===== src/rtl/prob4_sweep_ctrl.sv =====
// Sweep sequencer for the 3-input prob4 function: walks {z,x,y} = 0..7, holds each
// vector for HOLD_CYCLES, samples the result into a truth table and counts mismatches.
module prob4_sweep_ctrl #(
   parameter int HOLD_CYCLES = 2,
   parameter int CNT_W       = 4
) (
   input  logic       clk,
   input  logic       rst_n,
   input  logic       start,
   input  logic       abort,
   input  logic [7:0] expected,
   input  logic       dut_out,
   output logic       dut_x,
   output logic       dut_y,
   output logic       dut_z,
   output logic       busy,
   output logic [2:0] vec_idx,
   output logic [7:0] truth_table,
   output logic [3:0] err_count,
   output logic       done,
   output logic       pass
);

   typedef enum logic [1:0] {IDLE, DRIVE, DONE} state_t;

   localparam logic [CNT_W-1:0] HOLD_LAST = CNT_W'(HOLD_CYCLES - 1);

   state_t           state;
   state_t           state_nxt;
   logic [CNT_W-1:0] hold;
   logic [7:0]       exp_q;
   logic             go;
   logic             sample_hit;

   // abort beats start in IDLE, and suppresses a sample that would land on the same edge
   assign go         = (state == IDLE) && start && !abort;
   assign sample_hit = (state == DRIVE) && !abort && (hold == HOLD_LAST);

   always_ff @(posedge clk) begin
      if (!rst_n) state <= IDLE;
      else        state <= state_nxt;
   end

   always_comb begin
      state_nxt = state;
      case (state)
         IDLE:  if (go) state_nxt = DRIVE;
         DRIVE: begin
            if (abort)                                state_nxt = IDLE;
            else if (sample_hit && vec_idx == 3'd7)   state_nxt = DONE;
         end
         DONE:  state_nxt = IDLE;
         default: state_nxt = IDLE;
      endcase
   end

   assign busy = (state == DRIVE);
   assign done = (state == DONE);
   assign pass = done && (err_count == 4'd0);

   always_ff @(posedge clk) begin
      if (!rst_n) begin
         vec_idx                 <= 3'd0;
         hold                    <= '0;
         truth_table             <= 8'h00;
         err_count               <= 4'd0;
         exp_q                   <= 8'h00;
         {dut_z, dut_x, dut_y}   <= 3'd0;
      end else if (go) begin
         vec_idx                 <= 3'd0;
         hold                    <= '0;
         truth_table             <= 8'h00;
         err_count               <= 4'd0;
         exp_q                   <= expected;
         {dut_z, dut_x, dut_y}   <= 3'd0;
      end else if (state == DRIVE) begin
         if (abort) begin
            {dut_z, dut_x, dut_y} <= 3'd0;
         end else if (sample_hit) begin
            truth_table[vec_idx] <= dut_out;
            if (dut_out != exp_q[vec_idx]) err_count <= err_count + 4'd1;
            hold <= '0;
            // the last vector leaves vec_idx at 7 and parks the drive lines low
            if (vec_idx == 3'd7) begin
               {dut_z, dut_x, dut_y} <= 3'd0;
            end else begin
               vec_idx               <= vec_idx + 3'd1;
               {dut_z, dut_x, dut_y} <= vec_idx + 3'd1;
            end
         end else begin
            hold <= hold + CNT_W'(1);
         end
      end
   end

endmodule


===== config.mk =====
export PLATFORM = sky130hd
export DESIGN_NAME = prob4_sweep_ctrl
export DESIGN_NICKNAME = d
export VERILOG_FILES = /design/src/rtl/prob4_sweep_ctrl.sv
export SDC_FILE = /design/constraint.sdc
export NUM_CORES = 1
export LEC_CHECK = 0
export BUFFER_PORTS_ARGS = -buffer_cell sky130_fd_sc_hd__buf_2
export CORE_MARGIN = 4
export CORE_UTILIZATION = 52
export DETAILED_ROUTE_END_ITERATION = 6
export PLACE_DENSITY = 0.73
export REMOVE_ABC_BUFFERS = 1
export SLEW_MARGIN = 20
export SYNTH_ARGS = -nofsm -noshare
export SYNTH_HDL_FRONTEND = slang
export SYNTH_SLANG_ARGS = --single-unit

===== constraint.sdc =====
create_clock -name clk -period 2.5 [get_ports clk]
set_clock_uncertainty 0.2 [all_clocks]
set_input_delay 0.25 -clock clk [delete_from_list [all_inputs] [get_ports clk]]
set_output_delay 0.25 -clock clk [all_outputs]
set_load 0.02 [all_outputs]

* Word-level counts from Yosys, hierarchy flattened
Cells that the tools add are included.
Word-level totals: logic and storage cells 61, flip-flop bits (word level) 32, memories kept 0, output and inout port bits 21, bits in writable memories 0, bits of input ports 13, bits in latches 0, bits in read-only memories 0
Operators by class: shift operators 0, divide/modulo/power cells 0, multiplexer cells 19, $lt $le $gt $ge 2, add/sub/neg operators 3, reduce and logical (&&, ||, !) cells 18, $mul 0, bitwise gates (word level) 3, equality and inequality tests 7
Operator list (count):
- $mux W1 | 11
- $add A4 B1 Y4 const B | 2
- $bwmux W8 | 1
- $reduce_and A4 Y1 | 2
- $logic_and A1 B1 Y1 | 7
- $mux W2 | 3
- $reduce_and A2 Y1 | 3
- $eq A4 B1 Y1 const B | 1
- $logic_not A4 Y1 | 1
- $lt A3 B4 Y1 const B | 1
- $mux W4 | 1
- $pmux W2 S2 | 1
- $add A3 B1 Y3 const B | 1
- $bmux W1 S3 | 1
- $demux W1 S3 | 1
- $eq A3 B3 Y1 const B | 1
- $ge A3 B1 Y1 const B | 1
- $ne A3 B2 Y1 const B | 1
- $not A1 Y1 | 3
- $reduce_and A3 Y1 | 1
- $eq A2 B1 Y1 const B | 1
- $eq A2 B2 Y1 const B | 1
- $logic_not A2 Y1 | 1
- $ne A2 B2 Y1 const B | 1
- 4 further kinds | 4

* Longest topological paths before layout
Gate-level depths: netlist (run 1).
word-level depth 7, depth in mapped cells 7, depth with buffers taken out 6

* Worst setup path before layout (run 1)
OpenSTA, ideal clock, no wires.
path kind register to register, from register vec_idx[0], to register err_count[0], slack 0.402 ns, library setup time 0.072 ns, arrival 1.827 ns, cell stages (with the launch flop) 6, clock period less this slack 2.098 ns, cell sequence dfxtp_1 > buf_6 > mux4_2 > mux2_4 > mux2i_2 > mux2i_1
Between the ends: longest elaborated chain between the ends 4
Ends and longest elaborated chain:
- start: declaration | RTL line 17 | output logic [2:0] vec_idx,
- start signal: assignment | RTL line 87 | vec_idx <= vec_idx + 3'd1;
- $bmux W1 S3 | RTL line 81 | if (dut_out != exp_q[vec_idx]) err_count <= err_count + 4'd1;
- $mux W1 (not written as such) | RTL line 81
- $ne A1 B1 Y1 | RTL line 81
- $reduce_and A4 Y1 (no line)
- end signal: assignment | RTL line 81
- end: declaration | RTL line 19 | output logic [3:0] err_count,
Every way passes these cells. The select of a mux whose other input is x is not followed. A chain may end at the register's enable or synchronous reset.

* Worst setup path in the final report (run 1)
from register vec_idx[0], to register err_count[1]
Same word-level chain as after synthesis.

==> results of run 1 <==
per-stage QoR:
step / worst slack (ns) / cell area (µm²) / hold slack [ns] / std cells
3_5_place_dp: 0.314 / 1740 / 0.259 / 230
4_1_cts: 0.288 / 1900 / 0.0192 / 246
5_1_grt: 0.159 / 1900 / 0.0411 / 246
2_1_floorplan: 0.142 / 1510 / 0.168 / 163
6_report: 0.302 / 1900 / 0.0223 / 246
3_3_place_gp: 0.412 / 1740 / 0.258 / 230
cell families (layout without fill, tap and decap cells):
kind of cell / after synthesis / in the layout
buffers and inverters: 15 / 57
flip-flops: 32 / 32
multiplexers: 20 / 20
AO/OA/AOI/OAI: 17 / 17
adder cells (fa/ha/maj): 6 / 6
XOR/XNOR: 2 / 2
AND/OR/NAND/NOR: 81 / 81
routing by layer:
| metal | wire length [µm] | share of wire | GRT usage | vias up |
|---|---|---|---|---|
| li1 | - | - | - | 686 |
| met1 | 1570 | 0.42 | 0.253 | 650 |
| met2 | 1880 | 0.51 | 0.358 | 45 |
| met3 | 209 | 0.056 | 0.0576 | 6 |
| met4 | 43 | 0.012 | 0.0744 | 0 |
| met5 | 0 | 0 | 0 | - |
worst max-delay path, cell delays in order, from the launching register on:
cell and delay [ns]:
dfxtp_1 0.60, mux4_2 0.57, mux2_4 0.31, mux2i_2 0.24, mux2i_1 0.21
path summary, 6_finish.rpt:
kind | startpoint | endpoint | slack [ns] | depth (start not counted)
max | vec_idx[0] | err_count[1] | 0.30 | 4
min | rst_n | state[0] | 0.02 | 2
max reg2reg | vec_idx[0] | err_count[1] | 0.30 | 4
min reg2reg | exp_q[2] | exp_q[2] | 0.27 | 2
cell usage in the layout, fill, tap and decap left out, types with 2 or more instances in the layout:
master,count
mux4_2,2
buf_4,3
nand2b_1,2
inv_1,5
dlygate4sd3_1,8
nand3_1,3
or3b_1,2
nor2_1,19
a21oi_1,5
nor3b_1,2
ha_1,6
nand2_1,26
mux2i_1,16
nor4_1,5
buf_2,33
nor2b_1,4
a21boi_0,8
nand4_1,9
dfxtp_1,32
clkbuf_4,5
nor3_1,2
flip-flops by register name (all words and copies together) (netlist names):
register	count
state	2
truth_table	8
dut_y	1
dut_x	1
hold	4
dut_z	1
err_count	4
exp_q	8
vec_idx	3
cells in the mapped netlist (all sizes together), types with 5 or more instances:
| cell | count | share of area |
|---|---|---|
| ha | 6 | 0.048 |
| dfxtp | 32 | 0.41 |
| nor4 | 5 | 0.020 |
| nand4 | 9 | 0.036 |
| a21boi | 8 | 0.038 |
| clkbuf | 6 | 0.014 |
| a21oi | 5 | 0.016 |
| mux2i | 17 | 0.11 |
| nor2 | 19 | 0.046 |
| inv | 5 | 0.012 |
| nand2 | 26 | 0.062 |
report_power, final:
group	total [mW]	switching [mW]	internal (mW)
sequential	0.523	0.00553	0.517
clock	0.395	0.186	0.210
combinational	0.0767	0.0432	0.0335
cell type report:
| cell class | instances | area, µm² | area share |
|---|---|---|---|
| clock inverters | 2 | 35.0 | 0.0185 |
| inverters | 5 | 18.8 | 0.00989 |
| flip-flops and latches | 32 | 641 | 0.338 |
| repair buffers | 44 | 268 | 0.141 |
| clock buffers | 6 | 41.3 | 0.0218 |
| well taps | 31 | 38.8 | 0.0204 |
| multi-input cells | 126 | 855 | 0.451 |
==> impl_metrics.ini, run 1 <==
[cells_and_area]
diodes = 0
syn_to_final_growth_pct = 21.4
drive_above_1_share = 0.228
final_util = 0.676
finalNetCount = 233
fillers = 230

[floorplanning]
num_rows = 19
io_pins = 34
die_w_um = 62.8
start_util = 0.557
die_y_um = 62.8
core_area_um2 = 2810
dieArea_um2 = 3950

[drt]
drt-total-wl_um = 3700
num_vias = 1387
drt-wirelength-per-cell_um = 15.1
detail-route-antenna-nets = 0
vias_per_cell = 5.64
drc_errors = 0
dr.pass1.iters = 4
drtIter0Drc = 45

[cts]
ctsRootBufferMaster = clkbuf_4
cts_hold_buf = 8
clock_latency_ns = 0.34
cts_tree = done
clk_pin_slew_ns = 0.11
cts_setup_buffers = 0
clockBufferDepth = 2
htree_levels = 2
numCtsBuffers = 5
clock_sinks = 32
cts_resized = 0

[timing]
slew_headroom = 0.462
finalCritPeriodShare = 0.879
period_minus_slack_ns = 2.20
hold_viol = 0
maxSlewViolCount = 0
fmax_mhz = 455
rsz0062_at_grt = no
tightestPinTransition_ns = 0.804
setup_viol = 0
finalSetupTns_ns = 0

[yosys]
muxShareOfSynthArea = 0.150
synthFlopType = dfxtp_1
synth_edf_count = 0
synth_xor_area_frac = 0.0112
netlist_instances = 173
synth_top_family_by_area = simple AND/OR/NAND/NOR gates
yosys.cell_types.count = 35
yosysSeqAreaShare = 0.410
synth_area_um2 = 1560
synth_warnings = 0
synth-simple-area-share = 0.265
synthAdderAreaFrac = 0.0480
async_flop_share = 0
synth.avg_cell_area_um2 = 9.03
ys_seq_elements = 32
synth_compound_area_frac = 0.0729

[flow_run]
cap_violations = 0

[critical_path]
crit_required_ns = 2.57
setup.worst_path.end_class = flip-flop
crit_type = reg -> reg
crit_path_start_kind = flip-flop
crit_fanout = 11
arrival_ns = 2.27

[pwr]
p_total_mw = 0.995
p_leak_nw = 0.822
power_density_nw_per_um2 = 524
max-vdd-ir-drop_mv = 0.427

[status]
outcome = finished clean

[placed_design]
portBuffers = 33
dp_hpwl_um = 2590
place_congestion = 0.739

[grt]
grt_pass1_wl_um = 6570
grt_overflow = 0
grt_max_degree = 19
grt_usage = 0.210
grt_pass1_vias = 1462
antenna_found_initial = 0

[hold_path]
hp-class = in -> reg
Power figures use the tool's default switching activity.
==> run 2, diff against run 1 <==
- PLACE_DENSITY: 0.73 -> unset
- PLACE_DENSITY_LB_ADDON: unset -> 0.12
==> run 2 against run 1 <==
Clock-buffer cell count increased by 2. Total power is 9.9% lower. Sequential power about the same. Clock power shrank 24%. Cell count unchanged. Non-clock buffer count stayed put. Cell area down 0.92%. Critical endpoint is now err_count[0]. Largest cell class unchanged.
==> impl_metrics.ini, run 2 (synthesis gave the netlist of run 1 again) <==
[status]
outcome = finished clean

[cells_and_area]
syn_to_final_growth_pct = 20.3
layout_common_cells = buf_2, dfxtp_1, nand2_1
postLayoutCellArea_um2 = 1880
diodes = 0
reg.largest.list = exp_q: 8 flops, truth_table: 8 flops
final_common_cell = buf_2
finalNetCount = 233
drive_above_1_share = 0.223

[placed_design]
dp_hpwl_um = 2410
place_congestion = 0.807
portBuffers = 33
postPlaceCellArea_um2 = 1740

[timing]
tightestPinTransition_ns = 0.813
fmax_mhz = 454
rsz0062_at_grt = no
maxSlewViolCount = 0
hold_viol = 0
setup_viol = 0
period_minus_slack_ns = 2.20
finalCritPeriodShare = 0.882
slew_headroom = 0.457
finalSetupTns_ns = 0

[critical_path]
crit_type = reg -> reg
crit_required_ns = 2.55
arrival_ns = 2.25
crit_fanout = 11
timing.rr.start = vec_idx[0]
setup.worst_path.end_class = flip-flop
r2r-end = err_count[0]
crit_path_start_kind = flip-flop
rrSetupSlack_ns = 0.30
ff2ff_path_depth = 4

[cts]
ctsRootBufferMaster = clkbuf_4
numCtsBuffers = 5
cts_setup_buffers = 0
clk_pin_slew_ns = 0.09
clockBufferDepth = 2
clock_latency_ns = 0.32
htree_levels = 2
cts_tree = done
clock_sinks = 32

[grt]
grt_overflow = 0
grt_pass1_wl_um = 5820
grt_pass1_vias = 1342
antenna_found_initial = 0
grt_max_degree = 19
grt_usage = 0.184

[floorplanning]
die_y_um = 62.8
dieArea_um2 = 3950
core_area_um2 = 2810
io_pins = 34
num_rows = 19
die_w_um = 62.8
start_util = 0.557

[hold_path]
hp-class = in -> reg
whs_path_depth = 2
holdCritStartpoint = rst_n
min_to = state[0]

[pwr]
pwr-share-clk = 0.335
p_total_mw = 0.896
max-vdd-ir-drop_mv = 0.374
p_leak_nw = 0.812
p_switching_mw = 0.207
internal-power_mw = 0.689
p_comb_frac = 0.082
switching_share = 0.231
power_density_nw_per_um2 = 477
p_seq_frac = 0.583

[drt]
vias_per_cell = 5.40
drc_errors = 0
drt-wirelength-per-cell_um = 13.4
detail-route-antenna-nets = 0
dr.pass1.iters = 6
drtIter0Drc = 68
drt-total-wl_um = 3290
num_vias = 1329

[flow_run]
cap_violations = 0
[run 2: cell count changes in the layout (fill, tap and decap cells not counted)]
cell       previous run  this run
clkbuf_8              0         1
bufinv_16             1         0
clkbuf_1              1         2
clkinv_2              1         0
[run 2: power by group through the flow]
stage               Clock, mW  Combinational [mW]  Sequential [mW]
floorplan                   0              0.0376            0.533
detailed placement          0              0.0643            0.534
CTS                     0.312              0.0738            0.522
finish                  0.300              0.0733            0.522
global route            0.345              0.0821            0.523
global placement            0              0.0621            0.534
[run 2: layout make-up]
type / instances / area (µm²)
fill: 255 / 926
multi-input combinational: 126 / 855
inverter: 5 / 18.8
timing repair buffer: 44 / 268
sequential: 32 / 641
tap: 31 / 38.8
clock buffer: 8 / 58.8
[run 2: worst max-delay path by stage]
stage,from,end,slack (ns),cells after the start
2_1_floorplan,hold[0],err_count[0],0.14,5
3_3_place_gp,vec_idx[0],err_count[0],0.41,4
3_5_place_dp,vec_idx[0],err_count[0],0.30,4
4_1_cts,vec_idx[0],err_count[0],0.28,4
5_1_grt,vec_idx[0],err_count[0],0.14,4
6_report,vec_idx[0],err_count[0],0.30,4
[run 2: per-stage QoR]
stage               setup WS, ns  cells  hold WS (ns)  utilization
finish                     0.295    246        0.0311        0.670
global route               0.137    246        0.0246        0.670
floorplan                  0.142    163         0.168            -
CTS                        0.277    246        0.0195        0.670
detailed placement         0.301    230         0.257        0.620
global placement           0.405    230         0.254        0.620
[run 2: timing repair]
| item | in CTS | in global routing |
|---|---|---|
| hold buffers | 8 | 0 |
| resized for setup | 0 | 0 |
| hold endpoints to repair | 8 | 0 |
[run 2: metal layers]
| layer | part of all wire | wire [µm] | GRT usage |
|---|---|---|---|
| met3 | 0.064 | 210 | 0.0647 |
| met2 | 0.48 | 1570 | 0.326 |
| met1 | 0.45 | 1490 | 0.202 |
| met5 | 0 | 0 | 0 |
| met4 | 0.0076 | 25 | 0.0661 |
[run 2: worst max-delay path: stages (launching register included)]
cell     delay [ns]
dfxtp_1        0.58
mux4_2         0.55
mux2_4         0.31
mux2i_2        0.24
mux2i_1        0.24
